**config.mk**
```make
export PLATFORM = sky130hd
export DESIGN_NAME = logic_gate_pipe
export DESIGN_NICKNAME = d
export VERILOG_FILES = /design/src/rtl/logic_gate_pipe.sv
export SDC_FILE = /design/constraint.sdc
export NUM_CORES = 1
export LEC_CHECK = 0
export ABC_CLOCK_PERIOD_IN_PS = 5150
export CAP_MARGIN = 20
export CORE_UTILIZATION = 60
export DETAILED_ROUTE_END_ITERATION = 12
export DONT_BUFFER_PORTS = 1
export GPL_TIMING_DRIVEN = 1
export PLACE_DENSITY = 0.87
export SLEW_MARGIN = 30
export SYNTH_ARGS = -nofsm -noshare
export SYNTH_HDL_FRONTEND = slang
export SYNTH_SLANG_ARGS = --single-unit
```
**constraint.sdc**
```tcl
create_clock -name CLK -period 5.15 [get_ports CLK]
set_clock_uncertainty 0.15 [all_clocks]
set_input_delay 0.515 -clock CLK [delete_from_list [all_inputs] [get_ports CLK]]
set_output_delay 0.515 -clock CLK [all_outputs]
set_load 0.05 [all_outputs]
```
**src/rtl/logic_gate_pipe.sv**
```systemverilog
// logic_gate_pipe: two-stage valid/ready pipeline applying one of eight bitwise gates.
// Define LOGIC_GATE_PIPE_REDUCE_EN to add registered Y_RAND/Y_ROR/Y_RXOR flags.
module logic_gate_pipe #(
    parameter int WIDTH = 8,
    parameter int CNT_W = 16
) (
    input  logic             CLK,
    input  logic             RST,
    input  logic             IN_VALID,
    output logic             IN_READY,
    input  logic [WIDTH-1:0] A,
    input  logic [WIDTH-1:0] B,
    input  logic [2:0]       OP,
    output logic             OUT_VALID,
    input  logic             OUT_READY,
    output logic [WIDTH-1:0] Y,
    output logic             Y_ZERO,
    output logic [CNT_W-1:0] COUNT
`ifdef LOGIC_GATE_PIPE_REDUCE_EN
    ,
    output logic             Y_RAND,
    output logic             Y_ROR,
    output logic             Y_RXOR
`endif
);

    logic             v1_q, v1_d;
    logic [WIDTH-1:0] a_q, a_d;
    logic [WIDTH-1:0] b_q, b_d;
    logic [2:0]       op_q, op_d;
    logic             v2_q, v2_d;
    logic [WIDTH-1:0] y_q, y_d;
    logic             z_q, z_d;
    logic [CNT_W-1:0] cnt_q, cnt_d;
`ifdef LOGIC_GATE_PIPE_REDUCE_EN
    logic             rand_q, rand_d;
    logic             ror_q, ror_d;
    logic             rxor_q, rxor_d;
`endif

    logic             s2_load;
    logic             s1_load;
    logic [WIDTH-1:0] gate_y;

    // Stage advance: S2 moves when empty or drained, S1 moves when S2 makes room.
    always_comb begin
        s2_load = !v2_q || OUT_READY;
        s1_load = !v1_q || s2_load;
    end

    assign IN_READY = s1_load;

    // Gate function evaluated on the S1 operands.
    always_comb begin
        gate_y = '0;
        case (op_q)
            3'd0:    gate_y = a_q & b_q;
            3'd1:    gate_y = a_q | b_q;
            3'd2:    gate_y = ~(a_q & b_q);
            3'd3:    gate_y = ~(a_q | b_q);
            3'd4:    gate_y = a_q ^ b_q;
            3'd5:    gate_y = ~(a_q ^ b_q);
            3'd6:    gate_y = ~a_q;
            default: gate_y = b_q;
        endcase
    end

    // Next-state for both stages and the delivered-result counter.
    always_comb begin
        v1_d  = v1_q;
        a_d   = a_q;
        b_d   = b_q;
        op_d  = op_q;
        v2_d  = v2_q;
        y_d   = y_q;
        z_d   = z_q;
        cnt_d = cnt_q;
`ifdef LOGIC_GATE_PIPE_REDUCE_EN
        rand_d = rand_q;
        ror_d  = ror_q;
        rxor_d = rxor_q;
`endif
        if (s1_load) begin
            v1_d = IN_VALID;
            if (IN_VALID) begin
                a_d  = A;
                b_d  = B;
                op_d = OP;
            end
        end
        if (s2_load) begin
            v2_d = v1_q;
            if (v1_q) begin
                y_d = gate_y;
                z_d = (gate_y == '0);
`ifdef LOGIC_GATE_PIPE_REDUCE_EN
                rand_d = &gate_y;
                ror_d  = |gate_y;
                rxor_d = ^gate_y;
`endif
            end
        end
        if (v2_q && OUT_READY) begin
            cnt_d = cnt_q + CNT_W'(1);
        end
    end

    // State registers; reset discards anything in flight.
    always_ff @(posedge CLK) begin
        if (RST) begin
            v1_q  <= 1'b0;
            a_q   <= '0;
            b_q   <= '0;
            op_q  <= '0;
            v2_q  <= 1'b0;
            y_q   <= '0;
            z_q   <= 1'b0;
            cnt_q <= '0;
`ifdef LOGIC_GATE_PIPE_REDUCE_EN
            rand_q <= 1'b0;
            ror_q  <= 1'b0;
            rxor_q <= 1'b0;
`endif
        end else begin
            v1_q  <= v1_d;
            a_q   <= a_d;
            b_q   <= b_d;
            op_q  <= op_d;
            v2_q  <= v2_d;
            y_q   <= y_d;
            z_q   <= z_d;
            cnt_q <= cnt_d;
`ifdef LOGIC_GATE_PIPE_REDUCE_EN
            rand_q <= rand_d;
            ror_q  <= ror_d;
            rxor_q <= rxor_d;
`endif
        end
    end

    assign OUT_VALID = v2_q;
    assign Y         = y_q;
    assign Y_ZERO    = z_q;
    assign COUNT     = cnt_q;
`ifdef LOGIC_GATE_PIPE_REDUCE_EN
    assign Y_RAND    = rand_q;
    assign Y_ROR     = ror_q;
    assign Y_RXOR    = rxor_q;
`endif

endmodule

```
# Word level (Yosys, flattened, before mapping)
# Cells that the tools add are included.
# Widths: inputs -> output; s select.
[totals]
romBits = 0
latch_bits = 0
mem_count = 0
reg_bits = 46
out_inout_bits = 27
in_bits = 23
mem_bits_rw = 0
[classes]
reduce_logical = 9
magnitude_cmp = 0
addsub = 1
n_eq_ne = 6
bitwise = 7
n_div = 0
n_shift = 0
n_mul = 0
n_mux = 1
[ops]
columns = ["op", "count"]
rows = [
  ["$pmux 8 s7", 1],
  ["$not 8->8", 4],
  ["$add 16x1->16 const B", 1],
  ["$eq 3x3->1 const B", 3],
  ["$and 8x8->8", 1],
  ["$logic_not 8->1", 1],
  ["$or 8x8->8", 1],
  ["$xor 8x8->8", 1],
  ["$eq 3x2->1 const B", 2],
  ["$reduce_and 2->1", 2],
  ["$eq 3x1->1 const B", 1],
  ["$logic_not 3->1", 1],
  ["$logic_not 1->1", 2],
  ["$logic_or 1x1->1", 2],
  ["$logic_and 1x1->1", 1],
]

# Depth between registers and ports, before layout
# Gate-level depths: netlist of the first run.
[depth]
depth_word = 4
depth_mapped = 8
depth_no_buf = 8

# Least setup slack after synthesis of the first run
# No wires, ideal clock.
[synth_path]
path_type = "register -> register"
start = "register v2_q (netlist: OUT_VALID)"
end = "register a_q[0]"
path_stages_with_launch = 8
required_time_ns = 4.868
slack_ns = 2.759
arrival_time_ns = 2.109
period_less_slack_ns = 2.391
path_buffers = 2
setup_ns = 0.132
path_cell_list = "dfxtp_1 nor2b_1 nand2_1 and2_1 clkbuf_1 clkbuf_1 nand2_1 a21oi_1"
[synth_via]
elab_chain_len = 4
[synth_rtl]
columns = ["element", "line", "rtl"]
rows = [
  ["from (decl)", "31", "logic v2_q, v2_d;"],
  ["from (signal assigned)", "129", "v2_q <= v2_d;"],
  ["$logic_not 1->1", "47", "s2_load = !v2_q || OUT_READY;"],
  ["$logic_or 1x1->1", "47", ""],
  ["$logic_or 1x1->1", "48", "s1_load = !v1_q || s2_load;"],
  ["named net IN_READY", "10", "output logic IN_READY,"],
  ["$reduce_and 2->1 (no source line)", "-", ""],
  ["to (signal assigned)", "112", "a_q <= '0;"],
  ["to (signal assigned)", "126", "a_q <= a_d;"],
  ["to (decl)", "28", "logic [WIDTH-1:0] a_q, a_d;"],
]
# The timed path passes the listed nets, and every way through them passes these cells.
# A chain may end at the register's enable or synchronous reset.

# Worst setup path after layout of the first run
[layout_path]
start = "register op_q[1]"
end = "register z_q (netlist: Y_ZERO)"
[layout_via]
elab_chain_len = 3
word_cells_on_any_way = 9
classes_between = "6 x eq/ne; 1 x mux; 2 x reduce/logical"
[layout_rtl]
columns = ["element", "line", "rtl"]
rows = [
  ["from (decl)", "30", "logic [2:0] op_q, op_d;"],
  ["from (signal assigned)", "128", "op_q <= op_d;"],
  ["$eq 3x3->1 (tied with other cells)", "56", "case (op_q)"],
  ["$pmux 8 s7 (*)", "56", ""],
  ["$logic_not 8->1 (*)", "95", "z_d = (gate_y == '0);"],
  ["to (signal assigned)", "131", "z_q <= z_d;"],
  ["to (decl)", "33", "logic z_q, z_d;"],
]
# Mark *: on every way between the ends. The rest lies on a longest branch, timed or not.

==> results of run 1 <==
==> layer usage <==
layer | track usage [%] | wire, um | share of wire, % | up-vias
met2 | 41.14 | 2728 | 48 | 55
met5 | 0 | 0 | 0 | -
met4 | 7.398 | 39 | 0.68 | 0
met1 | 30.90 | 2619 | 46 | 1058
li1 | - | - | - | 1164
met3 | 6.414 | 328 | 5.7 | 5
==> flip-flops by register name, indices dropped and copies added (netlist names) <==
name       cells
v1_q           1
a_q            8
op_q           3
b_q            8
Y              8
Y_ZERO         1
COUNT         16
OUT_VALID      1
==> cell type report <==
cell class / count / area [sq um] / area share, %
multi-input cells: 268 / 1590 / 57.83
clock buffers: 5 / 68.82 / 2.502
repair buffers: 2 / 15.01 / 0.5460
clock inverters: 3 / 21.27 / 0.7734
inverters: 19 / 71.32 / 2.593
flip-flops and latches: 46 / 920.9 / 33.48
well taps: 50 / 62.56 / 2.275
==> power groups by stage <==
stage	Combinational, mW	Sequential [mW]	Clock (mW)
2_1_floorplan	0.101	0.401	0
3_3_place_gp	0.101	0.408	0
3_5_place_dp	0.106	0.409	0
4_1_cts	0.107	0.401	0.224
5_1_grt	0.122	0.404	0.238
6_report	0.109	0.401	0.221
==> placed cells by master (no fill, tap or decap), drive strengths merged, types with 2 or more instances in the layout <==
cell type  netlist  final
clkbuf          12      5
nand4            4      4
nand2b           7      7
a211o            3      3
xnor2           12     12
or3              2      2
nand2           70     70
and3b            3      3
mux2i            2      2
nand3            6      6
and3             3      3
buf              9      2
a311o            2      2
o21ai           12     12
or3b             2      2
o211ai           3      3
mux2             2      2
clkinv           0      2
inv             19     19
ha              17     17
dfxtp           46     46
nor3            12     12
a22oi            2      2
xor2             9      9
o32ai            2      2
a21boi           3      3
a21oi           41     41
nor2            27     27
nor2b            8      8
o22ai            2      2
a211oi           3      3
==> critical path, stage by stage (launching register included) <==
cell,delay [ns]
dfxtp_1,0.67
buf_4,0.41
nor2b_1,0.18
o311ai_1,0.14
a211oi_2,0.33
o21ai_1,0.09
or4_1,0.52
a21oi_1,0.16
==> path summary, 6_finish.rpt <==
check	startpoint	to	slack, ns	cells past startpoint
max	op_q[1]$_SDFFE_PP0P_	Y_ZERO$_SDFFE_PP0P_	2.44	7
min	RST	Y[3]$_SDFFE_PP0P_	0.12	1
min reg2reg	a_q[0]$_SDFFE_PP0P_	a_q[0]$_SDFFE_PP0P_	0.33	2
max reg2reg	op_q[1]$_SDFFE_PP0P_	Y_ZERO$_SDFFE_PP0P_	2.44	7
==> metrics by stage <==
| step | hold slack [ns] | setup slack [ns] | total power, mW | instance area (sq um) |
|---|---|---|---|---|
| 2_1_floorplan | 0.3030 | 2.759 | 0.5014 | 2693 |
| 3_3_place_gp | 0.3057 | 2.611 | 0.5092 | 2660 |
| 3_5_place_dp | 0.3172 | 2.487 | 0.5154 | 2660 |
| 4_1_cts | 0.1147 | 2.468 | 0.7322 | 2750 |
| 5_1_grt | 0.1091 | 2.261 | 0.7640 | 2750 |
| 6_report | 0.1176 | 2.436 | 0.7302 | 2750 |
==> kinds of logic (layout without fill, tap and decap cells) <==
family                   Yosys count  after routing  share of synthesized area [%]
adder cells (fa/ha/maj)           17             17                          7.899
AND/OR/NAND/NOR                  150            150                          25.70
multiplexers                       4              4                          1.580
AO/OA/AOI/OAI                     76             76                          17.05
flip-flops                        46             46                          34.20
buffers and inverters             40             29                          6.738
XOR/XNOR                          21             21                          6.831
==> metrics, run 1 <==
number of levels the H-tree was split into 2; Clock Pin Slew Worst Setup and Hold Paths 0.09 ns; quantity of gates resized following cts 0; mean post-synth cell area 7.606 sq um; number of cell rows 23; post-layout minimum cycle time 2.714 ns; worst-case headroom to the max-slew limit 36.91%; run status completed; number of clock buffers inserted by TritonCTS 5; Synth area leader dfxtp_1; clk sinks 46; number of antenna violations at the first check in global routing 0; vias per cell 5.807; startpoint-to-endpoint class of the critical path flip-flop to flip-flop; drt wl/cell 14.54 um; most numerous cell types in the synthesized netlist nand2_1, dfxtp_1, a21oi_1, nor2_1, inv_1; max-capacitance violation count 0; part of the Yosys area used for sequential elements 34.20%; CTS hold repair buffers 0; number of distinct library cells after synthesis 43; final-layout fill cell count 374; GRT overflow 0; die boundary height 68.99 um; Yosys warning count 0; sequential group share of total power 54.9%; syn_nets 394; RePlAce Congestion 0.8342; Max Slew Vio Count 0; share of the synthesized area in the top cell type 34.20%; leakage power 1.037 nW; maximum frequency from static timing analysis 368.4 MHz; clock tree from TritonCTS built; ratio of total power to cell area 265.5 nW/um^2; vias in the first global route 1978; overall routed net length 5716 um; number of cells in the finished layout apart from fillers 393; worst endpoint required time 5.24 ns; post-CTS setup buffer count 0; Die Footprint 4760 sq um; most frequently used flop master after synthesis dfxtp_1; number of remaining DRC errors 0; aggregate global-route resource usage 24.66%; post-route setup TNS 0 ns; Finish-stage setup viols 0; register bit total from synthesis 46; Arr. time, crit path 2.80 ns; combinational fraction of design power 14.9%; die width 68.99 um; Hold Vio Cnt, Final 0; top cells by area, synth dfxtp_1, nand2_1, ha_1, a21oi_1, xnor2_1; first-pass GRT wire length 8694 um; iteration-0 DRC count of the detailed router 185; portion of the clock cycle consumed by the worst path in the final layout 52.71%; P_sw 0.2196 mW; clock power share 30.2%; core region area 4144 sq um; Setup crit end kind flip-flop; number of instances in the synthesized netlist 354; setup repair after global routing missed its margin false; leading cell type by number of instances after synthesis nand2_1; post-route ant nets 0; worst-skew pair later-pin latency 0.30 ns; initial cell density of the core 64.98%; IO Count 50; class of the worst hold path input pin to flip-flop; Int Pwr 0.5107 mW; root buf cell clkbuf_8; number of search-and-repair iterations in the first detailed-routing pass 4; proportion of layout cells with a drive suffix above 1 4.665%; number of synthesized flops with an enable pin 0; cell count after placement 385; startpoint type of the worst setup path flip-flop; pin count of the biggest net entering global routing 47; share of flip-flops with an asynchronous set or reset after synthesis 0%; maximum fanout count along the critical path 35; count of vias placed by the detailed router 2282; area added between synthesis and finish 2.138%; maximum ir drop on the vdd rail 169.5 uV; HPWL after detailed placement 4100 um; number of buffers inserted by port buffering 0; number of nets in the finished design 382; pin slew with the least headroom to its limit 0.9451 ns; post-synthesis instance area 2693 sq um; net switching share of the total power 30.07%; number of antenna diodes 0; final core utilization 66.36%; buffer levels on the longest clock path 2
No activity file was read; power rests on OpenSTA's default activity.
==> run 2: changes to the inputs <==
--- a/config.mk
+++ b/config.mk
@@ -5,13 +5,13 @@
 export SDC_FILE = /design/constraint.sdc
 export NUM_CORES = 1
 export LEC_CHECK = 0
-export ABC_CLOCK_PERIOD_IN_PS = 5150
+export ABC_CLOCK_PERIOD_IN_PS = 2400
 export CAP_MARGIN = 20
-export CORE_UTILIZATION = 60
+export CORE_UTILIZATION = 57
 export DETAILED_ROUTE_END_ITERATION = 12
 export DONT_BUFFER_PORTS = 1
 export GPL_TIMING_DRIVEN = 1
-export PLACE_DENSITY = 0.87
+export PLACE_DENSITY = 0.86
 export SLEW_MARGIN = 30
 export SYNTH_ARGS = -nofsm -noshare
 export SYNTH_HDL_FRONTEND = slang
==> constraint.sdc (replaced) <==
create_clock -name CLK -period 2.4 [get_ports CLK]
set_clock_uncertainty 0.15 [all_clocks]
set_input_delay 0.24 -clock CLK [delete_from_list [all_inputs] [get_ports CLK]]
set_output_delay 0.24 -clock CLK [all_outputs]
set_load 0.05 [all_outputs]
==> run 2 against run 1 <==
The run now ends with DRC left. Cell area up 15%. Sequential share of layout area down 4.3 points. Maximum frequency up 21%. Count of clock-buffer cells in the layout unchanged. First-iteration DRC count down 18%. Non-clock buffer count up 43. Power up 130%. Routed wire length up 10%. Critical path depth up 1. Register-to-register slack worse by 2.3 ns. Worst hold slack worse by 0.11 ns. Highest routed layer unchanged.
==> metrics, run 2 (synthesis results as in run 1) <==
setup repair after global routing missed its margin false; proportion of layout cells with a drive suffix above 1 10.10% (+5.4 points); number of antenna diodes 0 (unchanged); vias in the first global route 2327 (+18%); leakage power 1.250 nW (+21%); area added between synthesis and finish 17.15%; Finish-stage setup viols 0 (unchanged); pin count of the biggest net entering global routing 47 (unchanged); most used cell, CP o32ai_1; HPWL after detailed placement 4284 um (+4.5%); clock tree from TritonCTS built; post-layout minimum cycle time 2.249 ns (-0.4658 ns); number of nets in the finished design 425 (+11%); die boundary height 70.73 um (+2.5%); initial cell density of the core 60.59% (-4.4 points); IO Count 50 (unchanged); post-route ant nets 0 (unchanged); number of buffers inserted by port buffering 0 (unchanged); GRT overflow 0 (unchanged); maximum frequency from static timing analysis 444.7 MHz (+21%); ratio of total power to cell area 524.5 nW/um^2 (+98%); number of search-and-repair iterations in the first detailed-routing pass 11 (+7); Setup crit end kind flip-flop; buffer levels on the longest clock path 2 (unchanged); Arr. time, crit path 2.35 ns (-0.45 ns); first-pass GRT wire length 10340 um (+19%); most common cell after layout, fill and taps aside nand2_1; drt wl/cell 14.41 um (-0.92%); pin slew with the least headroom to its limit 0.7299 ns (-0.2151 ns); count of vias placed by the detailed router 2498 (+9.5%); final-layout fill cell count 337 (-9.9%); quantity of gates resized following cts 0 (unchanged); run status complete, but fails checks; max-capacitance violation count 0 (unchanged); number of cell rows 24 (+4.3%); number of clock buffers inserted by TritonCTS 5 (unchanged); core region area 4444 sq um (+7.2%); overall routed net length 6312 um (+10%); cell breakdown of the critical path inv_1 > ha_1 > nand2b_1 > a21boi_0 > o32ai_1 > o32ai_1 > or4_1 > a21oi_1; post-route setup TNS 0 ns (unchanged); die width 70.73 um (+2.5%); most used cells in the layout excluding fill and tap cells nand2_1, dfxtp_1, a21oi_1, nor2_1, buf_4; RePlAce Congestion 0.8754 (+4.9%); maximum fanout count along the critical path 4 (-89%); Max Slew Vio Count 0 (unchanged); worst-skew pair later-pin latency 0.31 ns (about the same); Clock Pin Slew Worst Setup and Hold Paths 0.09 ns (about the same); slowest stage cell, crit path or4_1; design area 3154 sq um (+15%); class of the worst hold path input pin to flip-flop; vias per cell 5.703 (-1.8%); aggregate global-route resource usage 26.09% (+1.4 points); startpoint type of the worst setup path flip-flop; flip-flop count of the largest register, all copies and words added 16 (unchanged); Hold Vio Cnt, Final 0 (unchanged); root buf cell clkbuf_8; clk sinks 46 (unchanged); worst endpoint required time 2.50 ns (-2.74 ns); Die Footprint 5003 sq um (+5.1%); number of antenna violations at the first check in global routing 0 (unchanged); portion of the clock cycle consumed by the worst path in the final layout 93.69% (+41 points); cell area after placement 2840 sq um (+6.8%); worst-case headroom to the max-slew limit 51.34% (+14 points); startpoint-to-endpoint class of the critical path flip-flop to flip-flop; post-CTS setup buffer count 0 (unchanged); iteration-0 DRC count of the detailed router 152 (-18%); number of remaining DRC errors 6 (+6); maximum ir drop on the vdd rail 345.7 uV (+100%); number of levels the H-tree was split into 2 (unchanged); violated checks DRC; delay contributed by the slowest stage of the critical path 0.51 ns (-0.16 ns)
run 2: per-layer routing:
layer  routed length (um)  part of all wire, %  up-vias  global-route usage (%)
li1                     -                    -     1250                       -
met1                 2779                   44     1143                   32.56
met2                 3015                   48       89                   43.38
met3                  413                  6.5       16                   6.410
met4                  104                  1.6        0                   10.44
met5                    0                    0        -                       0
run 2: path summary, 6_finish.rpt:
kind	start	end	slack (ns)	depth (start not counted)
min	OUT_READY	OUT_VALID$_SDFFE_PP0P_	0.008	3
min reg2reg	b_q[4]$_SDFFE_PP0P_	b_q[4]$_SDFFE_PP0P_	0.34	2
max	a_q[1]$_SDFFE_PP0P_	Y_ZERO$_SDFFE_PP0P_	0.15	8
max reg2reg	a_q[1]$_SDFFE_PP0P_	Y_ZERO$_SDFFE_PP0P_	0.15	8
run 2: area by class of cell:
type,instances,area [sq um],area share [%]
sequential,46,920.9,29.19
tap,52,65.06,2.063
inverter,19,71.32,2.261
multi-input combinational,268,1590,50.42
timing repair buffer,45,412.9,13.09
clock buffer,5,68.82,2.182
clock inverter,3,25.02,0.7933
run 2: power breakdown:
part / switching [mW] / internal [mW]
clock: 0.290 / 0.211
combinational: 0.171 / 0.137
sequential: 0.0535 / 0.791
run 2: critical path, delay by kind of cell (launching register included):
kind / cells / cell delay (ns)
AO/OA/AOI/OAI: 4 / 0.68
AND/OR/NAND/NOR: 2 / 0.61
flip-flops: 1 / 0.39
adder cells (fa/ha/maj): 1 / 0.29
buffers and inverters: 1 / 0.06
run 2: repair_timing:
| item | in CTS | in global routing |
|---|---|---|
| endpoints found under the setup margin | 0 | 0 |
| hold buffers | 21 | 0 |
| endpoints found under the hold margin | 46 | 0 |
run 2: per-stage QoR:
stage                     hold WS (ns)  setup slack, ns  instances  power (mW)  utilization (%)
after CTS                     0.002132           0.1824        438       1.662            70.97
after floorplan                 0.2074         0.008565        354       1.076                -
after global placement          0.1631           0.2696        409       1.109            63.91
after global routing           0.07034          0.01972        438       1.737            70.97
final                         0.008089           0.1514        438       1.654            70.97
after detailed placement        0.1660           0.2046        409       1.122            63.91
==> run 3: changes to the inputs <==
--- a/config.mk
+++ b/config.mk
@@ -12,6 +12,7 @@
 export DONT_BUFFER_PORTS = 1
 export GPL_TIMING_DRIVEN = 1
 export PLACE_DENSITY = 0.86
+export SETUP_SLACK_MARGIN = 0.3
 export SLEW_MARGIN = 30
 export SYNTH_ARGS = -nofsm -noshare
 export SYNTH_HDL_FRONTEND = slang
==> run 3 against run 2 <==
The run still ends with DRC left. Die area is the same. First-iteration DRC count up 46%. Critical path type unchanged. Via count is 9.8% higher. Setup slack improved by 0.040 ns. Critical path depth did not move. Register-to-register slack improved by 0.04 ns. Sequential power is 0.8% higher. Worst hold slack improved by 0.043 ns. Utilization rose by 6.3 points. Maximum frequency grew 1.8%. Non-clock buffer count is 10 higher.
==> metrics, run 3 (synthesis results as in run 1) <==
run status complete, but fails checks; violated checks DRC; most used cells in the layout excluding fill and tap cells nand2_1, a21oi_1, dfxtp_1, nor2_1, buf_4; worst-skew pair later-pin latency 0.32 ns (about the same); Clock Pin Slew Worst Setup and Hold Paths 0.09 ns (about the same); number of antenna violations at the first check in global routing 0 (unchanged); root buf cell clkbuf_8; number of search-and-repair iterations in the first detailed-routing pass 9 (-2); portion of the clock cycle consumed by the worst path in the final layout 92.01% (-1.7 points); post-route setup TNS 0 ns (unchanged); worst endpoint required time 2.50 ns (about the same); startpoint-to-endpoint class of the critical path flip-flop to flip-flop; Hold Vio Cnt, Final 0 (unchanged); most used cell, CP nor3_1; final-layout fill cell count 265 (-21%); die width 70.73 um (unchanged); tightest hold margin 0.05143 ns (+0.04334 ns); area added between synthesis and finish 27.46%; number of cells in the finished layout apart from fillers 448 (+2.3%); iteration-0 DRC count of the detailed router 222 (+46%); die boundary height 70.73 um (unchanged); max-capacitance violation count 0 (unchanged); number of nets in the finished design 435 (+2.4%); cell breakdown of the critical path buf_4 > ha_1 > nor3_1 > nor3_1 > a211oi_1 > o32ai_1 > or4_4 > a21oi_2; Crit path max-delay family simple AND/OR/NAND/NOR gates; flip-flop count of the largest register, all copies and words added 16 (unchanged); clk sinks 46 (unchanged); clock tree from TritonCTS built; core region area 4444 sq um (unchanged); initial cell density of the core 60.59% (unchanged); worst-case headroom to the max-slew limit 52.87% (+1.5 points); total chip power 1.924 mW (+16%); class of the worst hold path input pin to flip-flop; maximum fanout count along the critical path 3 (-1); drt wl/cell 17.21 um (+19%); startpoint type of the worst setup path flip-flop; setup repair after global routing missed its margin true; HPWL after detailed placement 4383 um (+2.3%); pre-CTS setup slack 0.1464 ns (-0.05815 ns); cell area after placement 2825 sq um (-0.53%); number of antenna diodes 0 (unchanged); design area 3432 sq um (+8.8%); post-route ant nets 0 (unchanged); cell count after placement 406 (-0.73%); maximum frequency from static timing analysis 452.8 MHz (+1.8%); Setup crit end kind flip-flop; number of remaining DRC errors 2 (-4); vias in the first global route 2553 (+9.7%); Critical path buffers and inverters 1 (unchanged); Die Footprint 5003 sq um (unchanged); leakage power 1.374 nW (+9.9%); pin count of the biggest net entering global routing 47 (unchanged); post-layout minimum cycle time 2.208 ns (-0.04023 ns); overall routed net length 7711 um (+22%); aggregate global-route resource usage 28.51% (+2.4 points); delay contributed by the slowest stage of the critical path 0.56 ns (+0.05 ns); first-pass GRT wire length 11330 um (+9.5%); pin slew with the least headroom to its limit 0.7070 ns (-0.02291 ns); buffer levels on the longest clock path 2 (unchanged); slowest stage cell, crit path or4_4; number of buffers inserted by port buffering 0 (unchanged); vias per cell 6.125 (+7.4%); number of cell rows 24 (unchanged); final core utilization 77.22% (+6.3 points); maximum ir drop on the vdd rail 580.6 uV (+68%); number of levels the H-tree was split into 2 (unchanged); proportion of layout cells with a drive suffix above 1 19.44% (+9.3 points); Arr. time, crit path 2.31 ns (-0.04 ns); IO Count 50 (unchanged); Finish-stage setup viols 0 (unchanged); number of clock buffers inserted by TritonCTS 5 (unchanged); most common cell after layout, fill and taps aside nand2_1; Max Slew Vio Count 0 (unchanged); smallest setup slack after layout 0.1916 ns (+0.04023 ns); ratio of total power to cell area 560.6 nW/um^2 (+6.9%); RePlAce Congestion 0.8458 (-3.4%); count of vias placed by the detailed router 2744 (+9.8%); GRT overflow 0 (unchanged)
==> run 3: worst paths after layout <==
kind	start	endpoint	slack [ns]	cells after the start
max	a_q[4]$_SDFFE_PP0P_	Y_ZERO$_SDFFE_PP0P_	0.19	8
min	RST	Y_ZERO$_SDFFE_PP0P_	0.05	2
max reg2reg	a_q[4]$_SDFFE_PP0P_	Y_ZERO$_SDFFE_PP0P_	0.19	8
min reg2reg	a_q[4]$_SDFFE_PP0P_	a_q[4]$_SDFFE_PP0P_	0.32	2
==> run 3: layer usage <==
layer	wire [um]	vias to the layer above	part of all wire, %	GRT usage, %
met5	0	-	0	0
met4	293	0	3.8	12.67
met3	592	43	7.7	8.262
met1	3177	1281	41	34.79
met2	3647	154	47	46.79
li1	-	1266	-	-
==> run 3: cell type report <==
cell class / count / area [sq um] / share of cell area, %
Multi-Input combinational cell: 268 / 1689 / 49.22
Inverter: 19 / 71.32 / 2.078
Sequential cell: 46 / 947.2 / 27.60
Clock inverter: 3 / 68.82 / 2.005
Clock buffer: 5 / 68.82 / 2.005
Timing Repair Buffer: 55 / 521.8 / 15.20
Tap cell: 52 / 65.06 / 1.896
==> run 3: what timing repair did <==
item,in CTS,in global routing
pin swaps,6,3
setup endpoints to repair,1,22
gates resized for setup,24,12
buffers inserted,6,1
hold buffers,6,20
cloned,0,1
hold endpoints to repair,46,40
==> run 3: worst register-to-register path, delay by kind of cell, from the launching register on <==
family          cells  cell delay [ns]
compound gates      3             0.49
buf+inv             1             0.13
simple gates        3             0.83
fa+ha+maj           1             0.22
flops               1             0.34
==> run 3: power by group <==
group | switching (mW) | internal (mW) | total [mW]
logic | 0.192 | 0.167 | 0.359
registers | 0.0606 | 0.791 | 0.852
clock network | 0.296 | 0.417 | 0.713
